**src/rtl/cam_stream_tx.sv**
```systemverilog
// Sensor-style YUV422 byte-bus transmitter: takes RGB332 pixels, emits Y1 U Y2 V groups
// under vsync/href frame timing (vsync, back porch, active lines, front porch).
module cam_stream_tx #(
  parameter int H_ACTIVE    = 640,
  parameter int V_ACTIVE    = 480,
  parameter int H_BLANK     = 144,
  parameter int VSYNC_LINES = 3,
  parameter int V_BACK      = 17,
  parameter int V_FRONT     = 10
) (
  input  logic       pclk,
  input  logic       rst_n,
  input  logic       enable,
  input  logic [7:0] pix_data,
  input  logic       pix_valid,
  output logic       pix_ready,
  output logic       vsync,
  output logic       href,
  output logic [7:0] cam_data,
  output logic       frame_done,
  output logic       underrun
);

  localparam int LINE_LEN = 2 * H_ACTIVE + H_BLANK;
  localparam int COL_W    = $clog2(LINE_LEN);
  localparam int LM_A     = (VSYNC_LINES > V_BACK) ? VSYNC_LINES : V_BACK;
  localparam int LM_B     = (V_ACTIVE > V_FRONT) ? V_ACTIVE : V_FRONT;
  localparam int LMAX     = (LM_A > LM_B) ? LM_A : LM_B;
  localparam int LINE_W   = $clog2(LMAX + 1);

  localparam logic [COL_W-1:0] COL_LAST  = COL_W'(LINE_LEN - 1);
  localparam logic [COL_W-1:0] HREF_COLS = COL_W'(2 * H_ACTIVE);
  localparam logic [7:0]       Y_BLACK   = 8'd16;
  localparam logic [7:0]       C_BLACK   = 8'd128;

  typedef enum logic [2:0] {
    ST_IDLE,
    ST_VSYNC,
    ST_VBACK,
    ST_ACTIVE,
    ST_VFRONT
  } state_t;

  state_t              state, nxt_state;
  logic [COL_W-1:0]    col, nxt_col;
  logic [LINE_W-1:0]   line, nxt_line, lines_last;

  logic [1:0]          count, nxt_count;
  logic [7:0]          mem0, mem1;
  logic [7:0]          grp_u, grp_y2, grp_v;
  logic                nxt_href, pop_slot, pop, push;

  function automatic int exp_r(input logic [7:0] p);
    return int'({p[7:5], p[7:5], p[7:6]});
  endfunction

  function automatic int exp_g(input logic [7:0] p);
    return int'({p[4:2], p[4:2], p[4:3]});
  endfunction

  function automatic int exp_b(input logic [7:0] p);
    return int'({p[1:0], p[1:0], p[1:0], p[1:0]});
  endfunction

  function automatic logic [7:0] clamp8(input int v);
    if (v < 0)   return '0;
    if (v > 255) return '1;
    return 8'(v);
  endfunction

  function automatic logic [7:0] luma(input logic [7:0] p);
    return clamp8(16 + ((66 * exp_r(p) + 129 * exp_g(p) + 25 * exp_b(p) + 128) >>> 8));
  endfunction

  function automatic logic [7:0] chroma_u(input logic [7:0] p);
    return clamp8(128 + ((-38 * exp_r(p) - 74 * exp_g(p) + 112 * exp_b(p) + 128) >>> 8));
  endfunction

  function automatic logic [7:0] chroma_v(input logic [7:0] p);
    return clamp8(128 + ((112 * exp_r(p) - 94 * exp_g(p) - 18 * exp_b(p) + 128) >>> 8));
  endfunction

  always_ff @(posedge pclk) begin
    if (!rst_n) begin
      state <= ST_IDLE;
      col   <= '0;
      line  <= '0;
    end else begin
      state <= nxt_state;
      col   <= nxt_col;
      line  <= nxt_line;
    end
  end

  always_comb begin
    lines_last = '0;
    case (state)
      ST_VSYNC:  lines_last = LINE_W'(VSYNC_LINES - 1);
      ST_VBACK:  lines_last = LINE_W'(V_BACK - 1);
      ST_ACTIVE: lines_last = LINE_W'(V_ACTIVE - 1);
      ST_VFRONT: lines_last = LINE_W'(V_FRONT - 1);
      default:   lines_last = '0;
    endcase
  end

  always_comb begin
    nxt_state = state;
    nxt_col   = col;
    nxt_line  = line;
    if (state == ST_IDLE) begin
      nxt_col  = '0;
      nxt_line = '0;
      if (enable) nxt_state = ST_VSYNC;
    end else if (col == COL_LAST) begin
      nxt_col = '0;
      if (line == lines_last) begin
        nxt_line = '0;
        case (state)
          ST_VSYNC:  nxt_state = ST_VBACK;
          ST_VBACK:  nxt_state = ST_ACTIVE;
          ST_ACTIVE: nxt_state = ST_VFRONT;
          ST_VFRONT: nxt_state = enable ? ST_VSYNC : ST_IDLE;
          default:   nxt_state = ST_IDLE;
        endcase
      end else begin
        nxt_line = line + 1'b1;
      end
    end else begin
      nxt_col = col + 1'b1;
    end
  end

  // Outputs are registered from the next-cycle position, so the pair pop lands in the
  // cycle before each group's first byte (including the last cycle of the prior line).
  always_comb begin
    nxt_href  = (nxt_state == ST_ACTIVE) && (nxt_col < HREF_COLS);
    pop_slot  = nxt_href && (nxt_col[1:0] == 2'd0);
    push      = pix_valid && pix_ready;
    pop       = pop_slot && (count == 2'd2);
    nxt_count = count;
    if (pop)  nxt_count = 2'd0;
    if (push) nxt_count = nxt_count + 2'd1;
  end

  always_ff @(posedge pclk) begin
    if (!rst_n) begin
      count      <= '0;
      mem0       <= '0;
      mem1       <= '0;
      grp_u      <= '0;
      grp_y2     <= '0;
      grp_v      <= '0;
      cam_data   <= '0;
      href       <= 1'b0;
      vsync      <= 1'b0;
      frame_done <= 1'b0;
      pix_ready  <= 1'b0;
      underrun   <= 1'b0;
    end else begin
      count <= nxt_count;
      if (push) begin
        if (pop || count == 2'd0) mem0 <= pix_data;
        else                      mem1 <= pix_data;
      end
      if (pop_slot) begin
        if (pop) begin
          grp_u  <= chroma_u(mem0);
          grp_y2 <= luma(mem1);
          grp_v  <= chroma_v(mem0);
        end else begin
          grp_u    <= C_BLACK;
          grp_y2   <= Y_BLACK;
          grp_v    <= C_BLACK;
          underrun <= 1'b1;
        end
      end
      cam_data <= '0;
      if (nxt_href) begin
        case (nxt_col[1:0])
          2'd0: cam_data <= pop ? luma(mem0) : Y_BLACK;
          2'd1: cam_data <= grp_u;
          2'd2: cam_data <= grp_y2;
          2'd3: cam_data <= grp_v;
        endcase
      end
      href       <= nxt_href;
      vsync      <= (nxt_state == ST_VSYNC);
      frame_done <= (nxt_state == ST_VFRONT) && (nxt_col == COL_LAST) &&
                    (nxt_line == LINE_W'(V_FRONT - 1));
      pix_ready  <= (nxt_state != ST_IDLE) && (nxt_count != 2'd2);
    end
  end

endmodule

```
**config.mk**
```make
export PLATFORM = sky130hd
export DESIGN_NAME = cam_stream_tx
export DESIGN_NICKNAME = d
export VERILOG_FILES = /design/src/rtl/cam_stream_tx.sv
export SDC_FILE = /design/constraint.sdc
export NUM_CORES = 1
export LEC_CHECK = 0
export ABC_CLOCK_PERIOD_IN_PS = 17300
export CORE_MARGIN = 2
export CORE_UTILIZATION = 30
export DETAILED_ROUTE_END_ITERATION = 10
export PLACE_DENSITY = 0.45
export SLEW_MARGIN = 20
export SYNTH_ARGS = -nofsm -noshare
export SYNTH_HDL_FRONTEND = slang
export SYNTH_SLANG_ARGS = --single-unit
export TNS_END_PERCENT = 20
```
**constraint.sdc**
```tcl
create_clock -name pclk -period 17.3 [get_ports pclk]
set_clock_uncertainty 0.15 [all_clocks]
set_input_delay 3.46 -clock pclk [delete_from_list [all_inputs] [get_ports pclk]]
set_output_delay 3.46 -clock pclk [all_outputs]
set_load 0.02 [all_outputs]
```
After elaboration in Yosys (flattened, before gate mapping)
Index checks and enable logic that the tools add are counted.
{"block": "word_totals", "ff_bits": 78}
{"block": "op_classes", "n_addsub": 19, "n_mul": 12, "n_lt_le_gt_ge": 9, "eq_ne": 16, "mux": 71, "bitwise": 2, "reduce_logical": 16}
{"cell": "$mux W8", "count": 20}
{"cell": "$mul A6 B8 Y14 const A", "count": 4}
{"cell": "$add A18 B8 Y19 const B", "count": 2}
{"cell": "$mux W1", "count": 37}
{"cell": "$add A17 B13 Y18", "count": 2}
{"cell": "$lt A12 B1 Y1 const B", "count": 3}
{"cell": "$pmux W9 S4", "count": 1}
{"cell": "$add A15 B16 Y17", "count": 2}
{"cell": "$mul A8 B8 Y16 const A", "count": 2}
{"cell": "$pmux W8 S4", "count": 1}
{"cell": "$mux W9", "count": 3}
{"cell": "$mul A5 B8 Y13 const A", "count": 2}
{"cell": "$add A5 B11 Y12 const A", "count": 2}
{"cell": "$gt A12 B8 Y1 const B", "count": 2}
{"cell": "$eq A11 B11 Y1 const B", "count": 2}
{"cell": "$mul A3 B8 Y11 const A", "count": 2}
{"cell": "$mux W11", "count": 2}
{"cell": "$add A18 B9 Y19 const B", "count": 1}
{"cell": "$add A17 B16 Y18", "count": 1}
{"cell": "$add A17 B9 Y18 const B", "count": 1}
{"cell": "$sub A16 B14 Y17", "count": 1}
{"cell": "$sub A16 B16 Y17", "count": 1}
{"cell": "$sub A15 B15 Y16", "count": 1}
{"cell": "$mul A6 B9 Y15 const A", "count": 1}
{"cell": "other kinds (28)", "count": 49}

Depth between registers and ports, before layout
{"block": "depth", "ltp_word": 20, "mapped_depth": 33}

Least setup slack after synthesis
Ideal clock, no wire load.
{"block": "synth_timing", "kind": "register to register", "startpoint": "reg mem0[7]", "endpoint": "reg grp_u[6]", "setup_ns": 0.127, "t_arrival_ns": 7.763, "slack_ns": 9.260, "stages_incl_launch_ff": 29, "n_path_buf": 0, "synth_period_minus_slack_ns": 8.040, "path_cell_list": "dfxtp_1 -> inv_1 -> ha_1 -> inv_1 -> fa_1 -> inv_1 -> fa_1 -> inv_1 -> ha_1 -> ha_1 -> nor2b_1 -> or2_2 -> xnor2_1 -> fa_1 -> inv_1 -> ha_1 -> ha_1 -> nand2_1 -> or4_1 -> o211a_1 -> o31ai_1 -> or4_1 -> inv_1 -> ha_1 -> nor2b_1 -> a22o_1 -> a2111oi_0 -> or3_4 -> o211ai_1"}
{"block": "synth_between", "elab_chain_len": 14}
{"element": "from (decl)", "line": "49", "text": "logic [7:0] mem0, mem1;"}
{"element": "from (signal assigned)", "line": "162", "text": "if (pop || count == 2'd0) mem0 <= pix_data;"}
{"element": "$mul A6 B9 Y15 (*)", "line": "76", "text": "return clamp8(128 + ((-38 * exp_r(p) - 74 * exp_g(p) + 112 * exp_b(p) + 128) >>> 8));"}
{"element": "$sub A16 B16 Y17 (*)", "line": "76"}
{"element": "$add A17 B16 Y18 (*)", "line": "76"}
{"element": "$add A18 B9 Y19 (*)", "line": "76"}
{"element": "$add A9 B11 Y12 (*)", "line": "76"}
{"element": "$gt A12 B9 Y1", "line": "67", "text": "if (v > 255) return '1;"}
{"element": "$mux W1 (2 in series)", "line": "67"}
{"element": "$mux W1", "line": "166", "text": "if (pop) begin"}
{"element": "$mux W1", "line": "165", "text": "if (pop_slot) begin"}
{"element": "$mux W1", "line": "146", "text": "if (!rst_n) begin"}
{"element": "$mux W8", "line": "68", "text": "return 8'(v);"}
{"element": "$mux W8 (*)", "line": "67"}
{"element": "$mux W8 (*)", "line": "166"}
{"element": "to (signal assigned)", "line": "167", "text": "grp_u <= chroma_u(mem0);"}
{"element": "to (decl)", "line": "50", "text": "logic [7:0] grp_u, grp_y2, grp_v;"}
Mark *: on every way between the ends. The rest lies on a longest branch, timed or not. The select of a mux whose other input is x is not followed.
A chain may end at the register's enable or synchronous reset.

Worst setup path in the final report
{"block": "layout_timing", "startpoint": "reg mem0[7]", "endpoint": "reg grp_u[1]"}
The elaborated chain is that of the path after synthesis.

==> impl_metrics.yaml <==
status:
  status: "finished, violations left"
  failed_checks: "DRC"
timing:
  worst_pin_slew_ns: 0.958
  max_slew_margin: 0.356
  fin_crit_sh: 0.513
  setup_viol: 0
  fin_crit_ns: 8.88
  max_freq_ghz: 0.113
  hold_viol_final: 0
  slew_viol_final: 0
  setup_tns_ns: 0
  rsz0062_at_grt: "no"
worst_setup_path:
  cp-startpoint: "mem0[7]"
  cp_slowest_cell: "o31ai_1"
  worstPathMaxFanout: 17
  crit_path_start_kind: "flip-flop"
  crit_path_end_kind: "flip-flop"
  r2r-end: "grp_u[1]"
  r2r_setup_slack_ns: 8.42
  critPathKind: "reg -> reg"
  slowest_delay_ns: 0.82
  reg2reg_depth: 28
  r2r-start: "mem0[7]"
  required_ns: 17.36
  crit_arrival_ns: 8.95
run:
  cap_violations: 0
routing:
  drtPass1Iterations: 8
  initialDrtViolationCount: 369
  drc_errors: 1
  final_antenna_net_count: 0
  wl_um: 31500
  wl_per_cell_um: 16.1
  vias: 9289
  vias_per_cell: 4.75
yosys:
  yosysMostFrequentCell: "ha_1"
  synthAdderAreaFrac: 0.432
  async_flop_share: 0
  ys_seq_area_frac: 0.125
  yosysTopAreaCellShare: 0.301
  synth_xor_area_frac: 0.0923
  synth_simple_gate_area_frac: 0.134
  synthFlopType: "dfxtp_1"
  synth_area_um2: 12500
  synth_common_cells: "301 x ha_1, 182 x inv_1, 88 x xnor2_1"
  synthMuxAreaShare: 0.0233
  syn-num-nets: 1802
  synth_seq_cells: 78
  synth_top_family_by_area: "adder cells"
  synthCells: 1407
  synth_edf_count: 0
  yosys_warnings: 0
  synth_area_leader_cell: "ha_1"
  synth_area_leaders: "ha_1 30%, fa_1 13%, dfxtp_1 12%"
  synth_compound_area_frac: 0.129
  avgSynthCellArea_um2: 8.91
  synth_cell_types: 80
clock_network:
  path_clk_slew_ns: 0.06
  cts_sinks: 78
  cts_buffers: 9
  cts_resized: 0
  cts.htree.levels: 3
  hold_buffers: 0
  cts_tree: "built"
  clock_path_buffers: 2
  root_buffer: "clkbuf_16"
  cts_setup_buffers: 0
  insertion_delay_ns: 0.35
global_route:
  globalRouteOverflowTotal: 0
  grt_pass1_wl_um: 50600
  grt_antenna_before_repair: 0
  grt_max_degree: 38
  grt.total_usage: 0.146
  grt_pass1_vias: 9419
worst_hold_path:
  hold_class: "reg -> reg"
  hold_depth: 2
  hold_path.startpoint: "grp_v[6]"
  worstHoldEndpoint: "grp_v[6]"
floorplanning:
  row_count: 74
  die_h_um: 208
  initial_core_util: 0.305
  core_um2: 41000
  die_area_um2: 43400
  die_w_um: 208
  ios: 25
power_and_ir_drop:
  vdd_drop_max_mv: 0.130
  powerDensity_nw_per_um2: 131
  finalPower_w: 0.00178
  cellLeakagePower_nw: 6.79
place:
  port_buffers: 24
  place_congestion: 0.814
  hpwlAfterDp_um: 26400
  placed_cells: 1941
layout:
  fin_cells: 1957
  n_fill_cell: 4283
  post-route-util: 0.333
  layout.nets: 1815
  antennaDiodeCount: 0
  drive_gt1_frac: 0.0316
  syn_to_final_growth_pct: 8.96
## through the flow
step                      setup WS [ns]  hold slack (ns)  cell area (um^2)
after floorplan                    9.26            0.270             12500
after global placement             8.56            0.285             13400
after CTS                          8.39            0.307             13700
after detailed placement           8.45            0.292             13400
after global routing               7.95            0.344             13700
final                              8.42            0.304             13700
## worst max-delay path, delay by kind of cell (launching register included)
family | cells | cell delay (ns)
AO/OA/AOI/OAI | 5 | 1.75
XOR/XNOR | 1 | 0.14
AND/OR/NAND/NOR | 7 | 1.73
flip-flops | 1 | 0.77
adder cells (fa/ha/maj) | 9 | 3.49
buffers and inverters | 6 | 0.70
## layout by cell type, fill, tap and decap left out, types with 8 or more instances in the layout
master           instances
clkdlybuf4s50_1         24
mux2i_1                 28
xnor2_1                 88
and2_1                  12
nor2b_1                 37
buf_4                    8
o21ai_0                 64
ha_1                   301
and3_1                   9
dfxtp_1                 78
clkbuf_16                9
a31oi_1                 10
o211ai_1                 9
a21oi_1                 64
nand3_1                 24
nand2b_1                12
a21o_1                  22
or2_2                    8
o21bai_1                14
nand2_1                 78
nor2_1                  75
o21a_1                   8
nor3_1                  18
fa_1                    82
inv_1                  182
xor2_1                  44
## layout make-up
type	instances	area, um^2	area share
clock buffers	12	256	0.0188
inverters	182	683	0.0500
well taps	532	666	0.0488
clock inverters	4	28.8	0.00211
repair buffers	32	300	0.0220
multi-input cells	1117	10200	0.744
flip-flops and latches	78	1560	0.114
## where the power goes
| part | switching, W | internal (W) | total (W) |
|---|---|---|---|
| Combinational | 0.000832 | 0.000576 | 0.00141 |
| Sequential | 0.00000649 | 0.000183 | 0.000189 |
| Clock | 0.0000802 | 0.000105 | 0.000186 |
| Total | 0.000919 | 0.000865 | 0.00178 |
## logic make-up (layout without fill, tap and decap cells)
logic type,after synthesis,in the layout
adders and majority gates,383,383
and+or+nand+nor,325,325
AOI/OAI and AO/OA,248,248
buffers and inverters,212,230
xor gates and xnor gates,132,132
DFF,78,78
muxes,29,29
## worst max path at each step
stage	endpoint	slack (ns)	cells after the start
after floorplan	grp_u[6]	9.26	28
after global placement	grp_u[6]	8.56	28
after detailed placement	grp_u[4]	8.45	28
after CTS	grp_u[1]	8.39	28
after global routing	grp_u[1]	7.95	29
final	grp_u[1]	8.42	28
## routing by layer
layer	wire length, um	up-vias	GRT usage
li1	-	4835	-
met1	16300	4356	0.208
met2	14300	80	0.242
met3	556	18	0.0175
met4	351	0	0.0223
met5	0	-	0
## registers in the layout, indices dropped and copies added, names as in the netlist, 2 cells and up
name and cells:
mem1 8, line 9, cam_data 8, grp_u 8
mem0 8, count 2, grp_y2 8, state 3
col 11, grp_v 8
No activity file was read; power rests on OpenSTA's default activity.
